**config.mk**
```make
export PLATFORM = sky130hd
export DESIGN_NAME = prio_arbiter_flat
export DESIGN_NICKNAME = d
export VERILOG_FILES = /design/src/rtl/prio_pkg.sv /design/src/rtl/prio_arbiter_if.sv /design/src/rtl/prio_enc_n.sv /design/src/rtl/prio_arbiter.sv /design/src/flat_wrapper.sv
export SDC_FILE = /design/constraint.sdc
export NUM_CORES = 1
export LEC_CHECK = 0
export BUFFER_PORTS_ARGS = -buffer_cell sky130_fd_sc_hd__buf_2
export CAP_MARGIN = 10
export CORE_MARGIN = 2
export CORE_UTILIZATION = 46
export CTS_BUF_LIST = sky130_fd_sc_hd__clkbuf_8 sky130_fd_sc_hd__clkbuf_16
export CTS_CLUSTER_SIZE = 40
export DETAILED_ROUTE_END_ITERATION = 10
export GPL_TIMING_DRIVEN = 0
export HOLD_SLACK_MARGIN = 0.1
export PLACE_DENSITY_LB_ADDON = 0.1
export RECOVER_POWER = 50
export SETUP_SLACK_MARGIN = 0.02
export SYNTH_ARGS = -nofsm -noshare
export SYNTH_HDL_FRONTEND = slang
export SYNTH_HIERARCHICAL = 1
export SYNTH_SLANG_ARGS = --single-unit
```
**constraint.sdc**
```tcl
create_clock -name clk -period 1.2 [get_ports clk]
set_input_delay 0.06 -clock clk [delete_from_list [all_inputs] [get_ports clk]]
set_output_delay 0.06 -clock clk [all_outputs]
set_load 0.02 [all_outputs]
```
**src/rtl/prio_pkg.sv**
```systemverilog
// Shared definitions for the registered priority / round-robin arbiter.
package prio_pkg;

    localparam int MODE_FIXED = 0;
    localparam int MODE_RR    = 1;

    typedef enum logic {IDLE, GRANT} state_t;

    // One-hot vector for an index; indices outside 0..n-1 give all zeros.
    function automatic logic [31:0] onehot_of(input int unsigned idx, input int unsigned n);
        logic [31:0] vec;
        vec = '0;
        if (idx < n && idx < 32)
            vec[idx] = 1'b1;
        return vec;
    endfunction

endpackage

```
**src/rtl/prio_arbiter_if.sv**
```systemverilog
// Request/grant bundle between requesters (master) and the arbiter (slave).
interface prio_arbiter_if #(parameter int N = 8) ();

    localparam int IDX_W = $clog2(N);

    logic [N-1:0]     req;
    logic             done;
    logic [N-1:0]     gnt;
    logic [IDX_W-1:0] gnt_idx;
    logic             gnt_valid;

    modport master (output req, done, input gnt, gnt_idx, gnt_valid);
    modport slave  (input req, done, output gnt, gnt_idx, gnt_valid);

endinterface

```
**src/rtl/prio_enc_n.sv**
```systemverilog
// Combinational highest-bit-wins encoder; in round-robin mode it first tries
// only the requests below the last winner, which avoids a rotator.
module prio_enc_n
    import prio_pkg::*;
#(
    parameter int N       = 8,
    parameter int RR_MODE = MODE_FIXED,
    localparam int IDX_W  = $clog2(N)
) (
    input  logic [N-1:0]     req,
    input  logic [IDX_W-1:0] last_idx,
    output logic [IDX_W-1:0] idx,
    output logic             any
);

    logic [N-1:0] masked;
    logic [N-1:0] search;

    always_comb begin
        masked = '0;
        for (int i = 0; i < N; i++) begin
            if (RR_MODE == MODE_RR && (IDX_W + 1)'(i) < {1'b0, last_idx})
                masked[i] = req[i];
        end
        search = (|masked) ? masked : req;
    end

    // Ascending scan so the highest set bit is the last one written.
    always_comb begin
        idx = '0;
        for (int i = 0; i < N; i++) begin
            if (search[i])
                idx = IDX_W'(i);
        end
        any = |req;
    end

endmodule

```
**src/rtl/prio_arbiter.sv**
```systemverilog
// Registered N-way arbiter: picks a winner from IDLE, then holds the grant
// until the owner pulses done. One dead IDLE cycle separates grants.
module prio_arbiter
    import prio_pkg::*;
#(
    parameter int N       = 8,
    parameter int RR_MODE = MODE_FIXED,
    localparam int IDX_W  = $clog2(N)
) (
    input  logic           clk,
    input  logic           rst_n,
    prio_arbiter_if.slave  bus
);

    state_t           state_q, state_d;
    logic [N-1:0]     gnt_q, gnt_d;
    logic [IDX_W-1:0] idx_q, idx_d;
    logic [IDX_W-1:0] last_q, last_d;
    logic [IDX_W-1:0] enc_idx;
    logic             enc_any;

    prio_enc_n #(
        .N       (N),
        .RR_MODE (RR_MODE)
    ) u_enc (
        .req      (bus.req),
        .last_idx (last_q),
        .idx      (enc_idx),
        .any      (enc_any)
    );

    always_ff @(posedge clk) begin
        if (!rst_n) begin
            state_q <= IDLE;
            gnt_q   <= '0;
            idx_q   <= '0;
            last_q  <= '0;
        end else begin
            state_q <= state_d;
            gnt_q   <= gnt_d;
            idx_q   <= idx_d;
            last_q  <= last_d;
        end
    end

    // done is only looked at in GRANT, so a stray or held done in IDLE is harmless.
    always_comb begin
        state_d = state_q;
        gnt_d   = gnt_q;
        idx_d   = idx_q;
        last_d  = last_q;
        case (state_q)
            IDLE: begin
                gnt_d = '0;
                idx_d = '0;
                if (enc_any) begin
                    state_d = GRANT;
                    idx_d   = enc_idx;
                    gnt_d   = N'(onehot_of(32'(enc_idx), N));
                    last_d  = enc_idx;
                end
            end
            GRANT: begin
                if (bus.done) begin
                    state_d = IDLE;
                    gnt_d   = '0;
                    idx_d   = '0;
                end
            end
            default: begin
                state_d = IDLE;
                gnt_d   = '0;
                idx_d   = '0;
            end
        endcase
    end

    assign bus.gnt       = gnt_q;
    assign bus.gnt_idx   = idx_q;
    assign bus.gnt_valid = (state_q == GRANT);

endmodule

```
**src/flat_wrapper.sv**
```systemverilog
// flat-port wrapper written by rule: the top's interface ports become plain ports
module prio_arbiter_flat import prio_pkg::*;
#(
    parameter int N       = 8,
    parameter int RR_MODE = MODE_FIXED,
    localparam int IDX_W  = $clog2(N)
)
  (clk, rst_n, bus_req, bus_done, bus_gnt, bus_gnt_idx, bus_gnt_valid);
  prio_arbiter_if #(.N(N)) bus_i ();
  input  logic clk;
  input  logic rst_n;
  input wire logic [$bits(bus_i.req)-1:0] bus_req;
  input wire logic [$bits(bus_i.done)-1:0] bus_done;
  output wire logic [$bits(bus_i.gnt)-1:0] bus_gnt;
  output wire logic [$bits(bus_i.gnt_idx)-1:0] bus_gnt_idx;
  output wire logic [$bits(bus_i.gnt_valid)-1:0] bus_gnt_valid;
  assign bus_i.req = bus_req;
  assign bus_i.done = bus_done;
  assign bus_gnt = bus_i.gnt;
  assign bus_gnt_idx = bus_i.gnt_idx;
  assign bus_gnt_valid = bus_i.gnt_valid;
  prio_arbiter #(.N(N), .RR_MODE(RR_MODE)) u_core (.clk(clk), .rst_n(rst_n), .bus(bus_i));
endmodule
```
=== After elaboration in Yosys (flattened, before gate mapping) ===
Index checks and enable logic that the tools add are counted.

* Bits of input ports: 11
* Word-level logic and storage cells: 27
* Register bits after elaboration: 12
* Output and inout port bits: 12

* Multiplexer cells: 18
* Equal/unequal tests: 1
* $lt $le $gt $ge: 2
* Bitwise logic cells: 1
* Reduce and logical (&&, ||, !) cells: 2

{| class="wikitable"
|+ Operators by type and width
! operator !! count
|-
| 2-to-1 mux 3 bit || 8
|-
| 2-to-1 mux 8 bit || 2
|-
| one-hot mux 8 bit (2 select lines) || 1
|-
| OR reduction 8 bit || 1
|-
| < comparator 3 x 6 -> 1 bit, second input constant || 1
|-
| one-hot mux 3 bit (2 select lines) || 1
|-
| 2-to-1 mux 1 bit || 4
|-
| demux 1 bit (select 3 bit) || 1
|-
| >= comparator 3 x 1 -> 1 bit, second input constant || 1
|-
| != test 2 bit, second input constant || 1
|-
| one-hot mux 1 bit (2 select lines) || 1
|-
| logical AND 1 bit || 1
|-
| NOT 1 bit || 1
|}

=== Depth between registers and ports, before layout ===
* Word-level depth: 13
* Depth in mapped cells: 5

=== Modules after synthesis ===
The synthesis kept the hierarchy.

{| class="wikitable"
|+ By module, submodules not included
! module !! times used !! cells an instance !! area each (um^2)
|-
| prio_arbiter || 1 || 57 || 559.3
|-
| prio_enc_n || 1 || 12 || 66.3
|}

=== Worst setup path after synthesis ===
Ideal clock, no wire load.

* Path kind: reg2reg
* From: reg u_core.state_q (netlist: u_core/bus.gnt_valid)
* To: reg u_core.gnt_q[0] (netlist: u_core/bus.gnt[0])
* Arrival: 0.969 ns
* Required time: 1.083 ns
* Library setup time: 0.117 ns
* Cell stages (with the launch flop): 4
* Buffers on the path: 1
* Path slack: 0.114 ns
* Clock period less this slack: 1.086 ns
* Cell sequence: dfxtp_1 -> and3b_1 -> buf_6 -> a22o_1

* Longest elaborated chain between the ends: 2
* Elaborated cells on any way between the ends: 3
* Classes of those cells: eq/ne (1); mux (1); bitwise (1)

{| class="wikitable"
|+ RTL lines
! what !! RTL line !! text
|-
| start: declaration || prio_arbiter.sv:15 || <nowiki>state_t state_q, state_d;</nowiki>
|-
| start signal: assignment || prio_arbiter.sv:39 || <nowiki>state_q <= state_d;</nowiki>
|-
| NOT 1 bit || prio_arbiter.sv:52 || <nowiki>case (state_q)</nowiki>
|-
| one-hot mux 8 bit (2 select lines) || prio_arbiter.sv:52 ||
|-
| end signal: assignment || prio_arbiter.sv:40 || <nowiki>gnt_q <= gnt_d;</nowiki>
|-
| end: declaration || prio_arbiter.sv:16 || <nowiki>logic [N-1:0] gnt_q, gnt_d;</nowiki>
|}

Parallel ways exist; a longest one is shown, timed or not.
A chain may end at the register's enable or synchronous reset.

=== Worst setup path in the final report ===
* From: in bus_req[4]
* To: reg u_core.gnt_q[1] (netlist: u_core/bus.gnt[1])

* Longest elaborated chain between the ends: 10
* Elaborated cells on any way between the ends: 12
* Classes of those cells: order compare (2); mux (8); reduce/logical (2)

{| class="wikitable"
|+ RTL lines
! what !! RTL line !! text
|-
| start: declaration || flat_wrapper.sv:12 || <nowiki>input wire logic [$bits(bus_i.req)-1:0] bus_req;</nowiki>
|-
| 2-to-1 mux 3 bit (*) (4 in series) || prio_enc_n.sv:32 || <nowiki>if (search[i])</nowiki>
|-
| net u_core.enc_idx[1] || prio_arbiter.sv:19 || <nowiki>logic [IDX_W-1:0] enc_idx;</nowiki>
|-
| < comparator 3 x 6 -> 1 bit (implied by the code) or >= comparator 3 x 1 -> 1 bit (tied branches) || prio_pkg.sv:14 || <nowiki>vec[idx] = 1'b1;</nowiki>
|-
| logical AND 1 bit (implied by the code) || prio_pkg.sv:14 ||
|-
| 2-to-1 mux 1 bit (implied by the code) || prio_pkg.sv:14 ||
|-
| demux 1 bit (select 3 bit) (*) || -- ||
|-
| 2-to-1 mux 8 bit (*) || prio_arbiter.sv:56 || <nowiki>if (enc_any) begin</nowiki>
|-
| one-hot mux 8 bit (2 select lines) (*) || prio_arbiter.sv:52 ||
|}

Mark *: on every way through the listed nets, which the timed path passes. The rest lies on a longest branch.

==> metrics.yaml <==
detailed_routing:
  vias: 491
  drtIter0Drc: 7
  drc_errors: 0
  wl_um: 1010
  drtAntennaViolNets: 0
  wl_per_cell_um: 10.1
  firstDrtPassIters: 4
  viasPerCell: 4.91
floorplanning:
  io_pins: 23
  coreArea_sq_um: 1100
  die_area_sq_um: 1440
  dieHeight_um: 38
  rows: 12
  initial_core_util: 0.485
  die_w_um: 38
sta:
  drv_slew: 0
  fin_hold_ws_ns: 0.146
  worstMarginPinSlew_ns: 0.602
  hold_viol: 0
  slew_headroom: 0.595
  rsz0062_at_grt: "no"
  clock-skew-final_ns: 0.00160
  setup_viol: 0
  fin_setup_tns_ns: 0
  period_share: 0.876
  fmax_ghz: 0.951
  period_needed_ns: 1.05
power_and_ir_drop:
  total_power_mw: 0.980
  peakVddDrop_mv: 0.847
  p_leak_nw: 0.303
  power_density_nw_per_um2: 1400
synthesis:
  yosys_warnings: 6
  synth_area_sq_um: 532
  synth_nets: 71
  synthCells: 60
  syn_avg_cell_area_sq_um: 8.86
worst_setup_path:
  cp_slowest_cell: "o31ai_1"
  worst-setup-path-type: "in -> reg"
  cpPeakStageDelay_ns: 0.55
  cp_top_family: "compound AO/OA/AOI/OAI gates"
  start_kind: "primary input"
  crit_arrival_ns: 1.18
  crit_path_end_kind: "flop"
  crit_required_ns: 1.32
  cp_cell_sequence: "buf_2 > o31ai_1 > nor3b_1 > a32o_2"
  worstPathMaxFanout: 5
  path_buf_inv: 1
clocking:
  clock_path_buffers: 2
  cts_root_buf: "clkbuf_8"
  cts_hold_buffers: 0
  worstSkewPairLatency_ns: 0.23
  cts_buffers: 3
  post_cts_buffers: 0
  h-tree-depth: 1
  post_cts_resized: 0
  clkTransAtPathRegs_ns: 0.05
  cts_tree: "yes"
  cts.sinks: 12
layout:
  syn2layout_area_growth_pct: 31.8
  drive_above_1_share: 0.267
  nNetsFinal: 98
  register_area_sq_um: 240
  fill_cells: 102
  multi_input_area_sq_um: 269
  finalCoreUtilization: 0.639
  antenna_cells: 0
  design_area_sq_um: 701
global_routing:
  grt_max_degree: 9
  grt_antenna_before_repair: 0
  grt-ovfl-total: 0
  grt_pass1_wl_um: 1640
  grt_usage: 0.166
  grt_pass1_vias: 401
placed_design:
  placed_area_sq_um: 659
  dp_hpwl_um: 799
  gp_congestion: 0.736
  port-buffer-count: 22
run:
  maxCapViolCount: 0
worst_hold_path:
  min_path_type: "in -> reg"
status:
  outcome: "completed"
==> stage by stage <==
step           cells  setup WS [ns]
6_report         100          0.149
3_5_place_dp      96        -0.0795
3_3_place_gp      96        -0.0294
5_1_grt          100         0.0437
4_1_cts          100          0.145
2_1_floorplan     60          0.114
==> flip-flops by register name (all words and copies together) (netlist names) <==
register / count
u_core/bus.gnt_idx: 3
u_core/bus.gnt_valid: 1
u_core/bus.gnt: 8
==> report_power, final <==
group | switching (mW) | total (mW) | internal, mW
clock | 0.134 | 0.423 | 0.289
sequential | 0.0123 | 0.430 | 0.418
combinational | 0.0770 | 0.128 | 0.0506
total | 0.223 | 0.980 | 0.757
==> path summary, 6_finish.rpt <==
kind / slack [ns] / startpoint / endpoint / depth (start not counted)
min: 0.15 / bus_done / u_core/bus.gnt_idx[2] / 3
min reg2reg: 0.45 / u_core/bus.gnt[3] / u_core/bus.gnt[3] / 2
max: 0.15 / bus_req[4] / u_core/bus.gnt[1] / 4
max reg2reg: 0.15 / u_core/bus.gnt_valid / u_core/bus.gnt[0] / 3
==> worst register-to-register path, delay by kind of cell, from the launching register on <==
kind / cells / cell delay [ns]
buf+inv: 1 / 0.13
simple gates: 1 / 0.22
compound gates: 1 / 0.21
flops: 1 / 0.37
==> cell type report <==
type,count,area share
tap,14,0.0250
buffer,2,0.0214
clock buffer,4,0.0786
timing repair buffer,22,0.137
multi-input combinational,44,0.384
sequential,12,0.343
inverter,2,0.0107
==> cell usage in the layout (no fill, tap or decap), types with 3 or more instances in the layout <==
master    count
clkbuf_1     12
a21boi_0      3
nor2_1        5
dfxtp_1      12
buf_2        11
clkbuf_8      4
nand2_1      11
o21ai_0       6
nand3b_1      4
==> layer usage <==
layer	wire length [um]	part of all wire	track usage	vias up
met2	449	0.45	0.259	15
met1	490	0.49	0.207	216
li1	-	-	-	258
met5	0	0	0	-
met4	4	0.0040	0.107	0
met3	61	0.061	0.0349	2
(Power assumes the default switching activity.)
